[src/rtl/btn_pkg.sv]
// Shared button-event definitions: colour codes and event/word bit positions.
// Used by the button queue, the light_up driver and the audio driver.
package btn_pkg;

  localparam logic [1:0] COLOR_RED    = 2'b00;
  localparam logic [1:0] COLOR_BLUE   = 2'b01;
  localparam logic [1:0] COLOR_GREEN  = 2'b10;
  localparam logic [1:0] COLOR_YELLOW = 2'b11;

  // Bit positions inside the 32-bit word returned to the processor.
  localparam int unsigned BTN_EVT_VALID_BIT = 2;
  localparam int unsigned BTN_EVT_REL_BIT   = 3;

  // Queued event: {rel, colour[1:0]}.
  localparam int unsigned BTN_EVT_W = 3;
  typedef logic [BTN_EVT_W-1:0] btn_evt_t;

  // Map an arbiter slot (0..3) onto its colour code.
  function automatic logic [1:0] colour_of(input logic [1:0] slot);
    logic [1:0] c;
    case (slot)
      2'd0:    c = COLOR_RED;
      2'd1:    c = COLOR_BLUE;
      2'd2:    c = COLOR_GREEN;
      default: c = COLOR_YELLOW;
    endcase
    return c;
  endfunction

  // Expand a queued event into the processor read word.
  function automatic logic [31:0] evt_word(input btn_evt_t e);
    logic [31:0] w;
    w                    = '0;
    w[1:0]               = e[1:0];
    w[BTN_EVT_VALID_BIT] = 1'b1;
    w[BTN_EVT_REL_BIT]   = e[2];
    return w;
  endfunction

endpackage

[src/rtl/btn_debounce.sv]
// Single-button conditioner: 2-flop synchroniser, stability counter and
// accepted (stable) level with one-cycle rise/fall pulses on each accepted change.
module btn_debounce #(
  parameter int unsigned DEBOUNCE_CYCLES = 500000
) (
  input  logic clock,
  input  logic reset,
  input  logic button,
  output logic stable,
  output logic rise_pulse,
  output logic fall_pulse
);

  localparam int unsigned CNT_W = (DEBOUNCE_CYCLES > 2) ? $clog2(DEBOUNCE_CYCLES) : 1;
  localparam logic [CNT_W-1:0] CNT_MAX = CNT_W'(DEBOUNCE_CYCLES - 1);

  logic             sync1;
  logic             sync2;
  logic [CNT_W-1:0] cnt;

  // Synchronise, count consecutive disagreeing cycles, flip the stable level at the limit.
  always_ff @(posedge clock) begin
    if (reset) begin
      sync1      <= 1'b0;
      sync2      <= 1'b0;
      cnt        <= '0;
      stable     <= 1'b0;
      rise_pulse <= 1'b0;
      fall_pulse <= 1'b0;
    end else begin
      sync1      <= button;
      sync2      <= sync1;
      rise_pulse <= 1'b0;
      fall_pulse <= 1'b0;
      if (sync2 != stable) begin
        if (cnt == CNT_MAX) begin
          stable     <= sync2;
          cnt        <= '0;
          rise_pulse <= sync2;
          fall_pulse <= ~sync2;
        end else begin
          cnt <= cnt + 1'b1;
        end
      end else begin
        cnt <= '0;
      end
    end
  end

endmodule

[src/rtl/button_event_queue.sv]
// Memory-mapped button event queue (processor read at dmem address 7).
// Debounces four buttons, arbitrates pending press events into a FIFO and
// pops one event per rising edge of poll.
// Optional build macro: BTN_RELEASE_EVENTS_EN (adds release events with rel=1).
module button_event_queue
  import btn_pkg::*;
#(
  parameter int unsigned DEBOUNCE_CYCLES = 500000,
  parameter int unsigned FIFO_DEPTH      = 4
) (
  input  logic        clock,
  input  logic        reset,
  input  logic        red_button,
  input  logic        blue_button,
  input  logic        green_button,
  input  logic        yellow_button,
  input  logic        poll,
  output logic [31:0] read_data,
  output logic        overflow
);

  localparam int unsigned PTR_W = $clog2(FIFO_DEPTH);
`ifdef BTN_RELEASE_EVENTS_EN
  localparam int unsigned NPEND = 8;
`else
  localparam int unsigned NPEND = 4;
`endif

  logic [3:0] raw_bits;
  logic [3:0] stable_bits;
  logic [3:0] rise_bits;
  logic [3:0] fall_bits;

  assign raw_bits = {yellow_button, green_button, blue_button, red_button};

  btn_debounce #(.DEBOUNCE_CYCLES(DEBOUNCE_CYCLES)) u_db_red (
    .clock(clock), .reset(reset), .button(raw_bits[0]),
    .stable(stable_bits[0]), .rise_pulse(rise_bits[0]), .fall_pulse(fall_bits[0])
  );
  btn_debounce #(.DEBOUNCE_CYCLES(DEBOUNCE_CYCLES)) u_db_blue (
    .clock(clock), .reset(reset), .button(raw_bits[1]),
    .stable(stable_bits[1]), .rise_pulse(rise_bits[1]), .fall_pulse(fall_bits[1])
  );
  btn_debounce #(.DEBOUNCE_CYCLES(DEBOUNCE_CYCLES)) u_db_green (
    .clock(clock), .reset(reset), .button(raw_bits[2]),
    .stable(stable_bits[2]), .rise_pulse(rise_bits[2]), .fall_pulse(fall_bits[2])
  );
  btn_debounce #(.DEBOUNCE_CYCLES(DEBOUNCE_CYCLES)) u_db_yellow (
    .clock(clock), .reset(reset), .button(raw_bits[3]),
    .stable(stable_bits[3]), .rise_pulse(rise_bits[3]), .fall_pulse(fall_bits[3])
  );

  // Slots 0..3 are presses (red..yellow); slots 4..7, when built, are releases.
  logic [NPEND-1:0] set_bits;
`ifdef BTN_RELEASE_EVENTS_EN
  assign set_bits = {fall_bits, rise_bits};
  logic unused_stable;
  assign unused_stable = ^stable_bits;
`else
  assign set_bits = rise_bits;
  logic unused_levels;
  assign unused_levels = ^{stable_bits, fall_bits};
`endif

  logic [NPEND-1:0] pending;
  logic [NPEND-1:0] grant;
  btn_evt_t         push_evt;

  // Fixed-priority pick of the lowest pending slot, i.e. presses before releases.
  always_comb begin
    logic found;
    grant    = '0;
    push_evt = '0;
    found    = 1'b0;
    for (int unsigned i = 0; i < NPEND; i++) begin
      if (pending[i] && !found) begin
        found       = 1'b1;
        grant[i]    = 1'b1;
        push_evt[1:0] = colour_of(2'(i % 4));
`ifdef BTN_RELEASE_EVENTS_EN
        push_evt[2] = (i >= 4);
`endif
      end
    end
  end

  // A new edge wins over a same-cycle clear of its own slot.
  always_ff @(posedge clock) begin
    if (reset) pending <= '0;
    else       pending <= (pending & ~grant) | set_bits;
  end

  btn_evt_t         mem [FIFO_DEPTH];
  logic [PTR_W-1:0] wr_ptr;
  logic [PTR_W-1:0] rd_ptr;
  logic [PTR_W:0]   count;
  logic             poll_q;
  logic [3:0]       hold_reg;

  logic        empty;
  logic        full;
  logic        poll_rise;
  logic        want_push;
  logic        do_push;
  logic        do_pop;
  logic [31:0] head_word;

  assign empty     = (count == '0);
  assign full      = (count == (PTR_W+1)'(FIFO_DEPTH));
  assign poll_rise = poll & ~poll_q;
  assign want_push = |grant;
  assign do_pop    = poll_rise & ~empty;
  // A full FIFO still accepts when the same cycle frees an entry.
  assign do_push   = want_push & (~full | do_pop);
  assign head_word = empty ? '0 : evt_word(mem[rd_ptr]);

  // FIFO storage writes; contents need no reset since count gates every read.
  always_ff @(posedge clock) begin
    if (do_push) mem[wr_ptr] <= push_evt;
  end

  // FIFO pointers, occupancy, sticky overflow and poll edge capture.
  always_ff @(posedge clock) begin
    if (reset) begin
      wr_ptr   <= '0;
      rd_ptr   <= '0;
      count    <= '0;
      overflow <= 1'b0;
      poll_q   <= 1'b0;
      hold_reg <= '0;
    end else begin
      poll_q <= poll;
      if (do_push) wr_ptr <= wr_ptr + 1'b1;
      if (do_pop)  rd_ptr <= rd_ptr + 1'b1;
      if (do_push && !do_pop)      count <= count + 1'b1;
      else if (do_pop && !do_push) count <= count - 1'b1;
      if (want_push && !do_push) overflow <= 1'b1;
      if (poll_rise) hold_reg <= head_word[3:0];
    end
  end

  // Head on the rise cycle, held word while poll stays high, zero otherwise.
  always_comb begin
    read_data = '0;
    if (poll_rise)  read_data = head_word;
    else if (poll)  read_data = {28'd0, hold_reg};
  end

endmodule

[config.mk]
export PLATFORM = sky130hd
export DESIGN_NAME = button_event_queue
export DESIGN_NICKNAME = d
export VERILOG_FILES = /design/src/rtl/btn_pkg.sv /design/src/rtl/btn_debounce.sv /design/src/rtl/button_event_queue.sv
export SDC_FILE = /design/constraint.sdc
export NUM_CORES = 1
export LEC_CHECK = 0
export BUFFER_PORTS_ARGS = -buffer_cell sky130_fd_sc_hd__buf_2
export CAP_MARGIN = 30
export CORE_MARGIN = 2
export CORE_UTILIZATION = 30
export CTS_CLUSTER_SIZE = 28
export DETAILED_ROUTE_END_ITERATION = 16
export GPL_ROUTABILITY_DRIVEN = 0
export GPL_TIMING_DRIVEN = 1
export PLACE_DENSITY = 0.5
export RECOVER_POWER = 25
export SKIP_CTS_REPAIR_TIMING = 1
export SYNTH_ARGS = -nofsm -noshare
export SYNTH_HDL_FRONTEND = slang
export SYNTH_SLANG_ARGS = --single-unit
[constraint.sdc]
create_clock -name clock -period 2.5 [get_ports clock]
set_input_delay 0.125 -clock clock [delete_from_list [all_inputs] [get_ports clock]]
set_output_delay 0.125 -clock clock [all_outputs]
set_load 0.1 [all_outputs]
Yosys cells after proc, flatten, opt, wreduce, memory -nomap -nowiden
Memory sizes are Yosys's and may differ from the RTL's. A register that Yosys moved wholly into a read port is not among the register bits. Cells that the tools add are included.

Memories kept: 1. Output and inout port bits: 33. Bits in registers: 109. RAM bits: 8. Bits of input ports: 7.

Equal/unequal tests: 9. Multiplexer cells: 18. Add/sub/neg operators: 8. Reductions and logical operators: 26. Bitwise logic cells: 18.

Memory list: mem (depth 4, bits a word 2, read ports 1, clocked after memory_dff 1, wr ports 1, line button_event_queue.sv:93) `btn_evt_t mem [FIFO_DEPTH];`.

Operator list (number): $add A19 B1 Y19 const B (4); $eq A19 B19 Y1 const B (4); $reduce_or A3 Y1 (8); $mux W4 (3); $not A1 Y1 (11); $mux W1 (9); $mux W2 (4); $reduce_and A2 Y1 (4); $logic_and A1 B1 Y1 (6); $mux W3 (2); $logic_not A1 Y1 (5); $add A2 B1 Y2 const B (2); $and A4 B4 Y4 (1); $ne A1 B1 Y1 (4); $not A4 Y4 (1); $or A4 B4 Y4 (1); $reduce_or A4 Y1 (1); $add A3 B1 Y3 const B (1); $and A1 B1 Y1 (3); $eq A3 B3 Y1 const B (1); $logic_not A3 Y1 (1); $sub A3 B1 Y3 const B (1); $reduce_bool A2 Y1 (1); $or A1 B1 Y1 (1).

Depth between registers and ports, before layout
Gate-level depths: netlist of run 1.

Word-level depth: 16. Gate-level depth with buffers: 10. Gate-level depth less buffers: 9.

Cells and area by module
From an unflattened synthesis of run 1, not the netlist that was laid out.

Cell total of the unflattened synthesis: 607. Area, all modules: 5826.8 µm².

By module, submodules not included: btn_debounce (u_db_blue ...) (times used 3, cells an instance 119, area an instance 1138.6 µm², sequential area each 480.5 µm²); button_event_queue (times used 1, cells an instance 135, area an instance 1367.6 µm², sequential area each 600.6 µm²); btn_debounce (u_db_red) (times used 1, cells an instance 115, area an instance 1043.5 µm², sequential area each 480.5 µm²).

Worst setup path before layout of run 1
No wires, ideal clock.

Kind: register to output. Start point: register poll_q. End point: output port read_data[2]. Path slack: -0.675 ns. Arrival time: 3.050 ns. Stages on the path, launching flop included: 6. Buffers on the path: 1. Cells stage by stage: dfxtp_1 -> nand2b_1 -> clkbuf_1 -> nor2_1 -> inv_1 -> a21boi_0.

Word-level cells in the longest chain between the ends: 3.

RTL lines: start: declaration (line button_event_queue.sv:97) `logic poll_q;`; start signal: assignment (line button_event_queue.sv:132) `poll_q <= poll;`; $not A1 Y1 (line button_event_queue.sv:110) `assign poll_rise = poll & ~poll_q;`; $and A1 B1 Y1 (line button_event_queue.sv:110); $mux W4 (line button_event_queue.sv:145) `if (poll_rise) read_data = head_word;`; end: declaration (line button_event_queue.sv:18) `output logic [31:0] read_data,`.

Every way passes these cells.

Final worst setup path of run 1
Start point: register count[0]. End point: register count[2].

Word-level cells in the longest chain between the ends: 8.

RTL lines: start: declaration (line button_event_queue.sv:96) `logic [PTR_W:0] count;`; start signal: assignment (line button_event_queue.sv:135) `if (do_push && !do_pop) count <= count + 1'b1;`; start signal: assignment (line button_event_queue.sv:136) `else if (do_pop && !do_push) count <= count - 1'b1;`; $logic_not A3 Y1 (line button_event_queue.sv:108) `assign empty = (count == '0);`; $not A1 Y1 (line button_event_queue.sv:112) `assign do_pop = poll_rise & ~empty;`; $and A1 B1 Y1 (line button_event_queue.sv:112); $or A1 B1 Y1 (line button_event_queue.sv:114) `assign do_push = want_push & (~full | do_pop);`; $and A1 B1 Y1 (line button_event_queue.sv:114); $logic_not A1 Y1 (line button_event_queue.sv:136); $logic_and A1 B1 Y1 (line button_event_queue.sv:136); $reduce_bool A2 Y1 (no line).

Parallel ways exist; a longest one is shown, timed or not. The select of a mux whose other input is x is not followed. A chain may end at the register's enable or synchronous reset.

==> results of run 1 <==
final cells by class:
cell class	count	area (µm²)	share of cell area, %
clock buffer	18	429	6.99
clock inverter	14	183	2.98
inverter	18	67.6	1.10
multi-input combinational	425	2590	42.3
sequential	118	2440	39.8
tap	225	282	4.59
timing repair buffer	21	140	2.28
through the flow:
stage,instance area (µm²),cells
CTS,6100,835
finish,6140,839
global placement,5490,803
floorplan,5400,602
global route,6140,839
detailed placement,5490,803
cell usage in the layout (no fill, tap or decap), types with 10 or more instances in the layout:
master / netlist / layout
xor2_1: 18 / 18
inv_1: 18 / 18
nand4_1: 22 / 22
o21ai_0: 10 / 10
nor4_1: 22 / 22
xnor2_1: 49 / 49
nor2_1: 93 / 93
nand2_1: 25 / 25
clkbuf_16: 0 / 17
a21oi_1: 16 / 16
nor2b_1: 14 / 14
dfxtp_1: 110 / 110
nand3_1: 23 / 23
nor3_1: 18 / 18
conb_1: 1 / 29
final timing paths:
check	to	depth (start not counted)
worst max register to register	count[2]	9
worst max-delay path	count[2]	9
worst min-delay path	poll_q	2
worst min register to register	pending[2]	2
synth_stat cells, types with 3 or more instances:
master	count	share of area, %
xnor2_1	49	8.1
or2_2	4	0.47
o21ai_1	3	0.28
or3_1	5	0.59
clkbuf_1	7	0.50
nand3_1	23	2.2
ha_1	9	2.1
a21oi_1	16	1.5
o21ai_0	10	0.95
nand2_1	25	1.8
and4_1	6	0.99
and2_1	5	0.59
nor4b_1	5	0.83
buf_4	29	4.1
nor2_1	93	6.6
nand2b_1	5	0.59
o31ai_1	3	0.43
mux2i_1	4	0.76
inv_1	18	1.3
or4_1	4	0.57
dfxtp_1	110	42
and3_1	7	0.83
xor2_1	18	3.0
nand4_1	22	2.6
nor2b_1	14	1.7
nor3_1	18	1.7
nor4_1	22	2.6
edfxtp_1	8	4.5
where the power goes:
part,internal (W),total [W],switching [W]
Combinational,0.000101,0.000468,0.000367
Sequential,0.00195,0.00199,0.0000405
Clock,0.00166,0.00250,0.000847
Total,0.00371,0.00496,0.00125
cell families after synthesis:
kind of cell | after synthesis
fa+ha+maj | 10
simple gates | 271
flops | 118
compound gates | 42
mux | 6
xor+xnor | 67
other cells | 1
buf+inv | 59
layer usage:
| metal | up-vias | track usage [%] | wire length [µm] | part of all wire [%] |
|---|---|---|---|---|
| met5 | - | 0 | 0 | 0 |
| met2 | 45 | 19.2 | 4670 | 47 |
| met4 | 0 | 5.27 | 129 | 1.3 |
| met3 | 11 | 3.78 | 301 | 3.1 |
| li1 | 1999 | - | - | - |
| met1 | 1793 | 13.5 | 4740 | 48 |
==> flow_metrics.py, run 1 <==
metrics = {
    "outcome": {
        "status": "complete, but fails checks",
        "violations": "max-capacitance violations, max-slew violations",
    },
    "finish": {
        "n_antenna_cell": 0,
        "final_nets": 618,
        "drive_above_1_share_pct": 9.28,
        "area_growth_pct": 16.0,
        "fillers": 1765,
        "utilization_pct": 35.5,
    },
    "setup_path": {
        "critPathMaxFanout": 4,
        "max_stage_delay_ns": 0.37,
        "cp_top_family": "simple AND/OR/NAND/NOR gates",
        "cp_data_required_time_ns": 2.81,
        "worstPathCellList": "nor3_1 > nor2_1 > inv_1 > ha_1 > inv_1 > fa_1 > xor2_1 > or3_1 > a21oi_1",
        "timing_worst_setup_path_type": "reg2reg",
        "regToRegSetupSlack_ns": 0.28,
        "worstSetupStartpointType": "flop",
        "reg2reg_from": "count[0]",
        "cp-end-kind": "flop",
        "crit_buf_inv": 2,
        "crit_start": "count[0]",
        "arrival_ns": 2.53,
        "crit_top_cell": "inv_1",
        "slowest_stage": "fa_1",
    },
    "global_route": {
        "grt_usage_pct": 11.5,
        "grt.overflow.total": 0,
        "grt_max_degree": 40,
        "grt_pass1_wl_mm": 17.1,
        "grt_pass1_vias": 3802,
        "antenna_found_initial": 0,
    },
    "logic_synthesis": {
        "synth-xor-area-share_pct": 11.1,
        "synth_compound_area_share_pct": 4.87,
        "ys_seq_area_share_pct": 46.2,
        "syn_area_per_cell_um2": 9.22,
        "synthArstFlopShare_pct": 0,
        "syn-cell-area_mm2": 0.00529,
        "synthCells": 574,
        "synth_edf_count": 8,
        "synthMuxAreaShare_pct": 1.61,
        "synth_top_flop_cell": "dfxtp_1",
        "synth_adder_area_share_pct": 2.51,
        "ys_warn_count": 0,
        "ys_ff_latch": 118,
        "synth-simple-area-share_pct": 26.9,
        "synth_cell_types": 51,
        "synth_top_family_by_area": "simple AND/OR/NAND/NOR gates",
    },
    "timing": {
        "period_share_pct": 88.7,
        "fin_skew_ns": 0.00727,
        "fin_tns_setup_ns": 0,
        "tightest_slew_ns": 1.60,
        "max_freq_ghz": 0.451,
        "finalSetupViolations": 0,
        "rsz0062_at_grt": "false",
        "period_needed_ns": 2.22,
        "slew_headroom_pct": -6.42,
        "setup_ws_ns": 0.282,
        "hold_ws_ns": 0.0154,
        "hold_violations": 0,
        "final_max_slew_viol_count": 40,
    },
    "min_path": {
        "hold_path_class": "in2reg",
        "worstHoldStart": "poll",
    },
    "placed_design": {
        "hpwl_mm": 6.92,
        "io_buffers": 10,
        "place_ws_ns": 0.311,
    },
    "clock_tree": {
        "cts_htree_levels": 4,
        "clock-root-buffer": "clkbuf_16",
        "path_clk_slew_ns": 0.05,
        "tritoncts": "done",
        "cts_sinks": 118,
        "cts_buffers": 17,
        "cts_buffer_depth": 2,
        "insertion_delay_ns": 0.41,
    },
    "floorplan": {
        "die-width_um": 137,
        "io_pins": 40,
        "row_count": 48,
        "dieHeight_um": 137,
        "dieArea_mm2": 0.0187,
        "start_util_pct": 30.6,
        "core_region_area_mm2": 0.0173,
    },
    "power_and_ir_drop": {
        "ir_drop_uv": 498,
        "cellPowerDensity_mw_per_mm2": 808,
        "leakagePower_nw": 1.96,
        "total_power_w": 0.00496,
    },
    "detailed_routing": {
        "via_per_inst": 4.59,
        "drtPass1Iterations": 4,
        "first_iter_violations": 227,
        "finalWirelength_mm": 9.84,
        "wire_per_inst_um": 11.7,
        "antenna_left": 0,
        "vias": 3848,
        "drc": 0,
    },
    "run": {
        "maxCapViolCount": 1,
    },
}
(Power assumes the default switching activity.)
==> inputs of run 2 (changes only) <==
--- a/config.mk
+++ b/config.mk
@@ -9,12 +9,12 @@
 export CAP_MARGIN = 30
 export CORE_MARGIN = 2
 export CORE_UTILIZATION = 30
-export CTS_CLUSTER_SIZE = 28
+export CTS_CLUSTER_SIZE = 8
 export DETAILED_ROUTE_END_ITERATION = 16
 export GPL_ROUTABILITY_DRIVEN = 0
 export GPL_TIMING_DRIVEN = 1
 export PLACE_DENSITY = 0.5
-export RECOVER_POWER = 25
+export RECOVER_POWER = 50
 export SKIP_CTS_REPAIR_TIMING = 1
 export SYNTH_ARGS = -nofsm -noshare
 export SYNTH_HDL_FRONTEND = slang
==> flow_metrics.py, run 2 (synthesis gave the netlist of run 1 again) <==
metrics = {
    "clock_tree": {
        "insertion_delay_ns": 0.41,
        "cts_buffers": 17,
        "tritoncts": "done",
        "clock-root-buffer": "clkbuf_16",
        "cts_buffer_depth": 2,
        "cts_htree_levels": 4,
        "cts_sinks": 118,
        "path_clk_slew_ns": 0.05,
    },
    "setup_path": {
        "worstSetupStartpointType": "flop",
        "max_stage_delay_ns": 0.37,
        "timing_worst_setup_path_type": "reg2reg",
        "worstPathCellList": "nor3_1 > nor2_1 > inv_1 > ha_1 > inv_1 > fa_1 > xor2_1 > or3_1 > a21oi_1",
        "cp_data_required_time_ns": 2.81,
        "cp-end-kind": "flop",
        "arrival_ns": 2.53,
        "critPathMaxFanout": 4,
        "slowest_stage": "fa_1",
        "crit_top_cell": "inv_1",
    },
    "finish": {
        "utilization_pct": 35.4,
        "seqCellArea_mm2": 0.00244,
        "multiInputGateArea_mm2": 0.00259,
        "n_antenna_cell": 0,
        "area_growth_pct": 15.7,
        "layout_commonest_cell": "dfxtp_1",
        "post-route-cell-area_mm2": 0.00612,
        "layout_common_cells": "dfxtp_1 (110), nor2_1 (93), xnor2_1 (49)",
        "fillers": 1767,
        "drive_above_1_share_pct": 8.47,
        "final_nets": 618,
    },
    "timing": {
        "slew_headroom_pct": -6.77,
        "setup_ws_ns": 0.282,
        "fin_tns_setup_ns": 0,
        "hold_violations": 0,
        "fin_skew_ns": 0.00734,
        "tightest_slew_ns": 1.60,
        "period_needed_ns": 2.22,
        "max_freq_ghz": 0.451,
        "rsz0062_at_grt": "false",
        "finalSetupViolations": 0,
        "final_max_slew_viol_count": 40,
        "period_share_pct": 88.7,
    },
    "power_and_ir_drop": {
        "leakagePower_nw": 1.94,
        "power_frac_comb_pct": 9.4,
        "p_int_w": 0.00371,
        "ir_drop_uv": 497,
        "clockPowerShare_pct": 50.5,
        "p_seq_share_pct": 40.1,
        "switching_share_pct": 25.3,
        "total_power_w": 0.00496,
        "cellPowerDensity_mw_per_mm2": 810,
        "switching_power_w": 0.00125,
    },
    "global_route": {
        "grt_usage_pct": 11.5,
        "grt_pass1_vias": 3802,
        "antenna_found_initial": 0,
        "grt.overflow.total": 0,
        "grt_max_degree": 40,
        "grt_pass1_wl_mm": 17.1,
    },
    "detailed_routing": {
        "first_iter_violations": 226,
        "drtPass1Iterations": 4,
        "wl_met1_mm": 4.76,
        "wl_met3_um": 275,
        "antenna_left": 0,
        "drc": 0,
        "wl_met2_mm": 4.68,
        "finalWirelength_mm": 9.85,
        "top_layer": "met4",
        "vias": 3838,
        "wire_per_inst_um": 11.7,
        "via_per_inst": 4.57,
    },
    "floorplan": {
        "dieArea_mm2": 0.0187,
        "start_util_pct": 30.6,
        "io_pins": 40,
        "row_count": 48,
        "dieHeight_um": 137,
        "core_region_area_mm2": 0.0173,
        "die-width_um": 137,
    },
    "placed_design": {
        "io_buffers": 10,
        "hpwl_mm": 6.92,
        "place_ws_ns": 0.311,
        "dpl-instance-area_mm2": 0.00549,
    },
    "outcome": {
        "status": "complete, but fails checks",
        "violations": "max-capacitance violations, max-slew violations",
    },
    "min_path": {
        "hold_path_class": "in2reg",
    },
    "run": {
        "maxCapViolCount": 1,
    },
}
run 2: changes by cell type in the layout (fill, tap and decap cells not counted):
cell,before,now
o21ai_0,10,12
and2_0,0,4
o21ai_1,3,1
buf_4,7,2
clkbuf_1,3,8
and2_1,5,1
run 2: area by class of cell:
class / instances / area share (%)
timing repair buffer: 21 / 1.98
tap: 225 / 4.60
inverter: 18 / 1.10
multi-input combinational: 425 / 42.4
sequential: 118 / 39.9
clock inverter: 14 / 2.99
clock buffer: 18 / 7.01
run 2: critical path, delay by kind of cell (launching register included):
family	cells	cell delay (ns)
AOI/OAI and AO/OA	1	0.15
xor gates and xnor gates	1	0.15
adders and majority gates	2	0.57
buffers and inverters	2	0.19
DFF	1	0.35
and+or+nand+nor	3	0.71
run 2: path summary, 6_finish.rpt:
kind,startpoint,to,slack (ns),cells after the start
max reg2reg,count[0],count[2],0.28,9
min reg2reg,u_db_green.rise_pulse,pending[2],0.43,2
min,poll,poll_q,0.02,2
max,count[0],count[2],0.28,9
run 2: per-layer routing:
metal  vias to the layer above  GRT usage, %
met4                         0          5.27
met1                      1790          13.5
met5                         -             0
met2                        39          19.2
li1                       1998             -
met3                        11          3.78
run 2: power groups by stage:
| stage | logic [W] | registers, W | clock network, W |
|---|---|---|---|
| CTS | 0.000465 | 0.00199 | 0.00259 |
| global placement | 0.000458 | 0.00203 | 0 |
| finish | 0.000467 | 0.00199 | 0.00250 |
| detailed placement | 0.000461 | 0.00203 | 0 |
| global route | 0.000501 | 0.00200 | 0.00267 |
| floorplan | 0.000455 | 0.00202 | 0 |
run 2: per-stage QoR:
step | std cells | hold slack (ns)
after CTS | 835 | -0.0990
after global routing | 839 | 0.00115
after detailed placement | 803 | 0.343
after floorplan | 602 | 0.253
final | 839 | 0.0158
after global placement | 803 | 0.334
==> inputs of run 3 (changes only) <==
--- a/config.mk
+++ b/config.mk
@@ -8,12 +8,12 @@
 export BUFFER_PORTS_ARGS = -buffer_cell sky130_fd_sc_hd__buf_2
 export CAP_MARGIN = 30
 export CORE_MARGIN = 2
-export CORE_UTILIZATION = 30
+export CORE_UTILIZATION = 45
 export CTS_CLUSTER_SIZE = 8
 export DETAILED_ROUTE_END_ITERATION = 16
 export GPL_ROUTABILITY_DRIVEN = 0
 export GPL_TIMING_DRIVEN = 1
-export PLACE_DENSITY = 0.5
+export PLACE_DENSITY = 0.67
 export RECOVER_POWER = 50
 export SKIP_CTS_REPAIR_TIMING = 1
 export SYNTH_ARGS = -nofsm -noshare
==> flow_metrics.py, run 3 (synthesis gave the netlist of run 1 again) <==
metrics = {
    "outcome": {
        "status": "complete, but fails checks",
        "violations": "negative hold slack",
    },
    "timing": {
        "final_max_slew_viol_count": 0,
        "hold_violations": 1,
        "period_share_pct": 88.1,
        "period_needed_ns": 2.20,
        "tightest_slew_ns": 1.16,
        "hold_ws_ns": -0.00523,
        "finalSetupViolations": 0,
        "fin_tns_setup_ns": 0,
        "fin_skew_ns": 0.00497,
        "rsz0062_at_grt": "false",
        "max_freq_ghz": 0.454,
        "slew_headroom_pct": 22.9,
    },
    "placed_design": {
        "io_buffers": 10,
        "hpwl_mm": 6.21,
        "dpl-instance-area_mm2": 0.00537,
    },
    "detailed_routing": {
        "vias": 3882,
        "first_iter_violations": 258,
        "drc": 0,
        "wire_per_inst_um": 12.3,
        "via_per_inst": 5.14,
        "finalWirelength_mm": 9.28,
        "antenna_left": 0,
        "drtPass1Iterations": 5,
    },
    "power_and_ir_drop": {
        "cellPowerDensity_mw_per_mm2": 825,
        "ir_drop_uv": 747,
        "leakagePower_nw": 1.95,
    },
    "clock_tree": {
        "tritoncts": "done",
        "cts_htree_levels": 4,
        "path_clk_slew_ns": 0.05,
        "cts_buffer_depth": 2,
        "clock-root-buffer": "clkbuf_16",
        "insertion_delay_ns": 0.40,
        "cts_sinks": 118,
        "cts_buffers": 17,
    },
    "finish": {
        "post-route-cell-area_mm2": 0.00601,
        "n_antenna_cell": 0,
        "final_nets": 616,
        "utilization_pct": 52.4,
        "layout_common_cells": "dfxtp_1 (110), nor2_1 (93), xnor2_1 (49)",
        "drive_above_1_share_pct": 8.66,
        "area_growth_pct": 13.7,
        "layout_commonest_cell": "dfxtp_1",
    },
    "setup_path": {
        "slowest_stage": "fa_1",
        "max_stage_delay_ns": 0.38,
        "cp-end-kind": "flop",
        "crit_top_cell": "inv_1",
        "crit_buf_inv": 2,
        "worstPathCellList": "nor3_1 > nor2_1 > inv_1 > ha_1 > inv_1 > fa_1 > xor2_1 > or3_1 > a21oi_1",
        "cp_top_family": "simple AND/OR/NAND/NOR gates",
        "cp_data_required_time_ns": 2.82,
        "worstSetupStartpointType": "flop",
        "critPathMaxFanout": 4,
        "timing_worst_setup_path_type": "reg2reg",
        "arrival_ns": 2.52,
    },
    "global_route": {
        "grt_pass1_vias": 3682,
        "grt_usage_pct": 15.4,
        "grt_pass1_wl_mm": 16.1,
        "grt_max_degree": 25,
        "antenna_found_initial": 0,
        "grt.overflow.total": 0,
    },
    "run": {
        "maxCapViolCount": 0,
    },
    "floorplan": {
        "start_util_pct": 46.1,
        "core_region_area_mm2": 0.0115,
        "io_pins": 40,
        "dieArea_mm2": 0.0126,
        "row_count": 39,
        "dieHeight_um": 112,
        "die-width_um": 112,
    },
    "min_path": {
        "hold_path_class": "in2reg",
    },
}
[run 3: cell types whose count changed in the layout (fill, tap and decap cells not counted), sizes merged]
cell | previous run | this run
clkinvlp | 3 | 0
clkbuf | 25 | 26
inv | 19 | 18
clkinv | 6 | 7
[run 3: final timing paths]
kind,cells after the start,start,to,slack [ns]
hold reg to reg,1,u_db_red.sync1,u_db_red.sync2,0.43
hold / removal,2,poll,poll_q,-0.005
setup reg to reg,9,count[0],count[2],0.30
setup / recovery,9,count[0],count[2],0.30
[run 3: power by group]
part | total (W) | switching (W) | internal [W] | leakage (nW)
logic | 0.000468 | 0.000367 | 0.000101 | 0.683
clock network | 0.00250 | 0.000796 | 0.00171 | 0.310
registers | 0.00199 | 0.0000427 | 0.00195 | 0.962
[run 3: cell type report]
cell class | instances | area, µm²
fillers | 1017 | 5450
repair buffers | 19 | 114
clock buffers | 21 | 460
well taps | 143 | 179
multi-input cells | 425 | 2590
clock inverters | 11 | 155
inverters | 18 | 67.6
flip-flops and latches | 118 | 2440
[run 3: stage by stage]
| stage | setup slack [ns] | total power, W | cells |
|---|---|---|---|
| 4_1_cts | 0.318 | 0.00501 | 751 |
| 3_5_place_dp | 0.317 | 0.00249 | 719 |
| 2_1_floorplan | 0.0883 | 0.00248 | 602 |
| 5_1_grt | 0.108 | 0.00515 | 755 |
| 3_3_place_gp | 0.431 | 0.00248 | 719 |
| 6_report | 0.298 | 0.00496 | 755 |
[run 3: layer usage]
| layer | vias to the layer above | GRT usage (%) | wire (µm) |
|---|---|---|---|
| met1 | 1822 | 19.4 | 4580 |
| met3 | 11 | 4.21 | 293 |
| li1 | 1985 | - | - |
| met5 | - | 0 | 0 |
| met4 | 0 | 6.99 | 115 |
| met2 | 64 | 24.9 | 4290 |
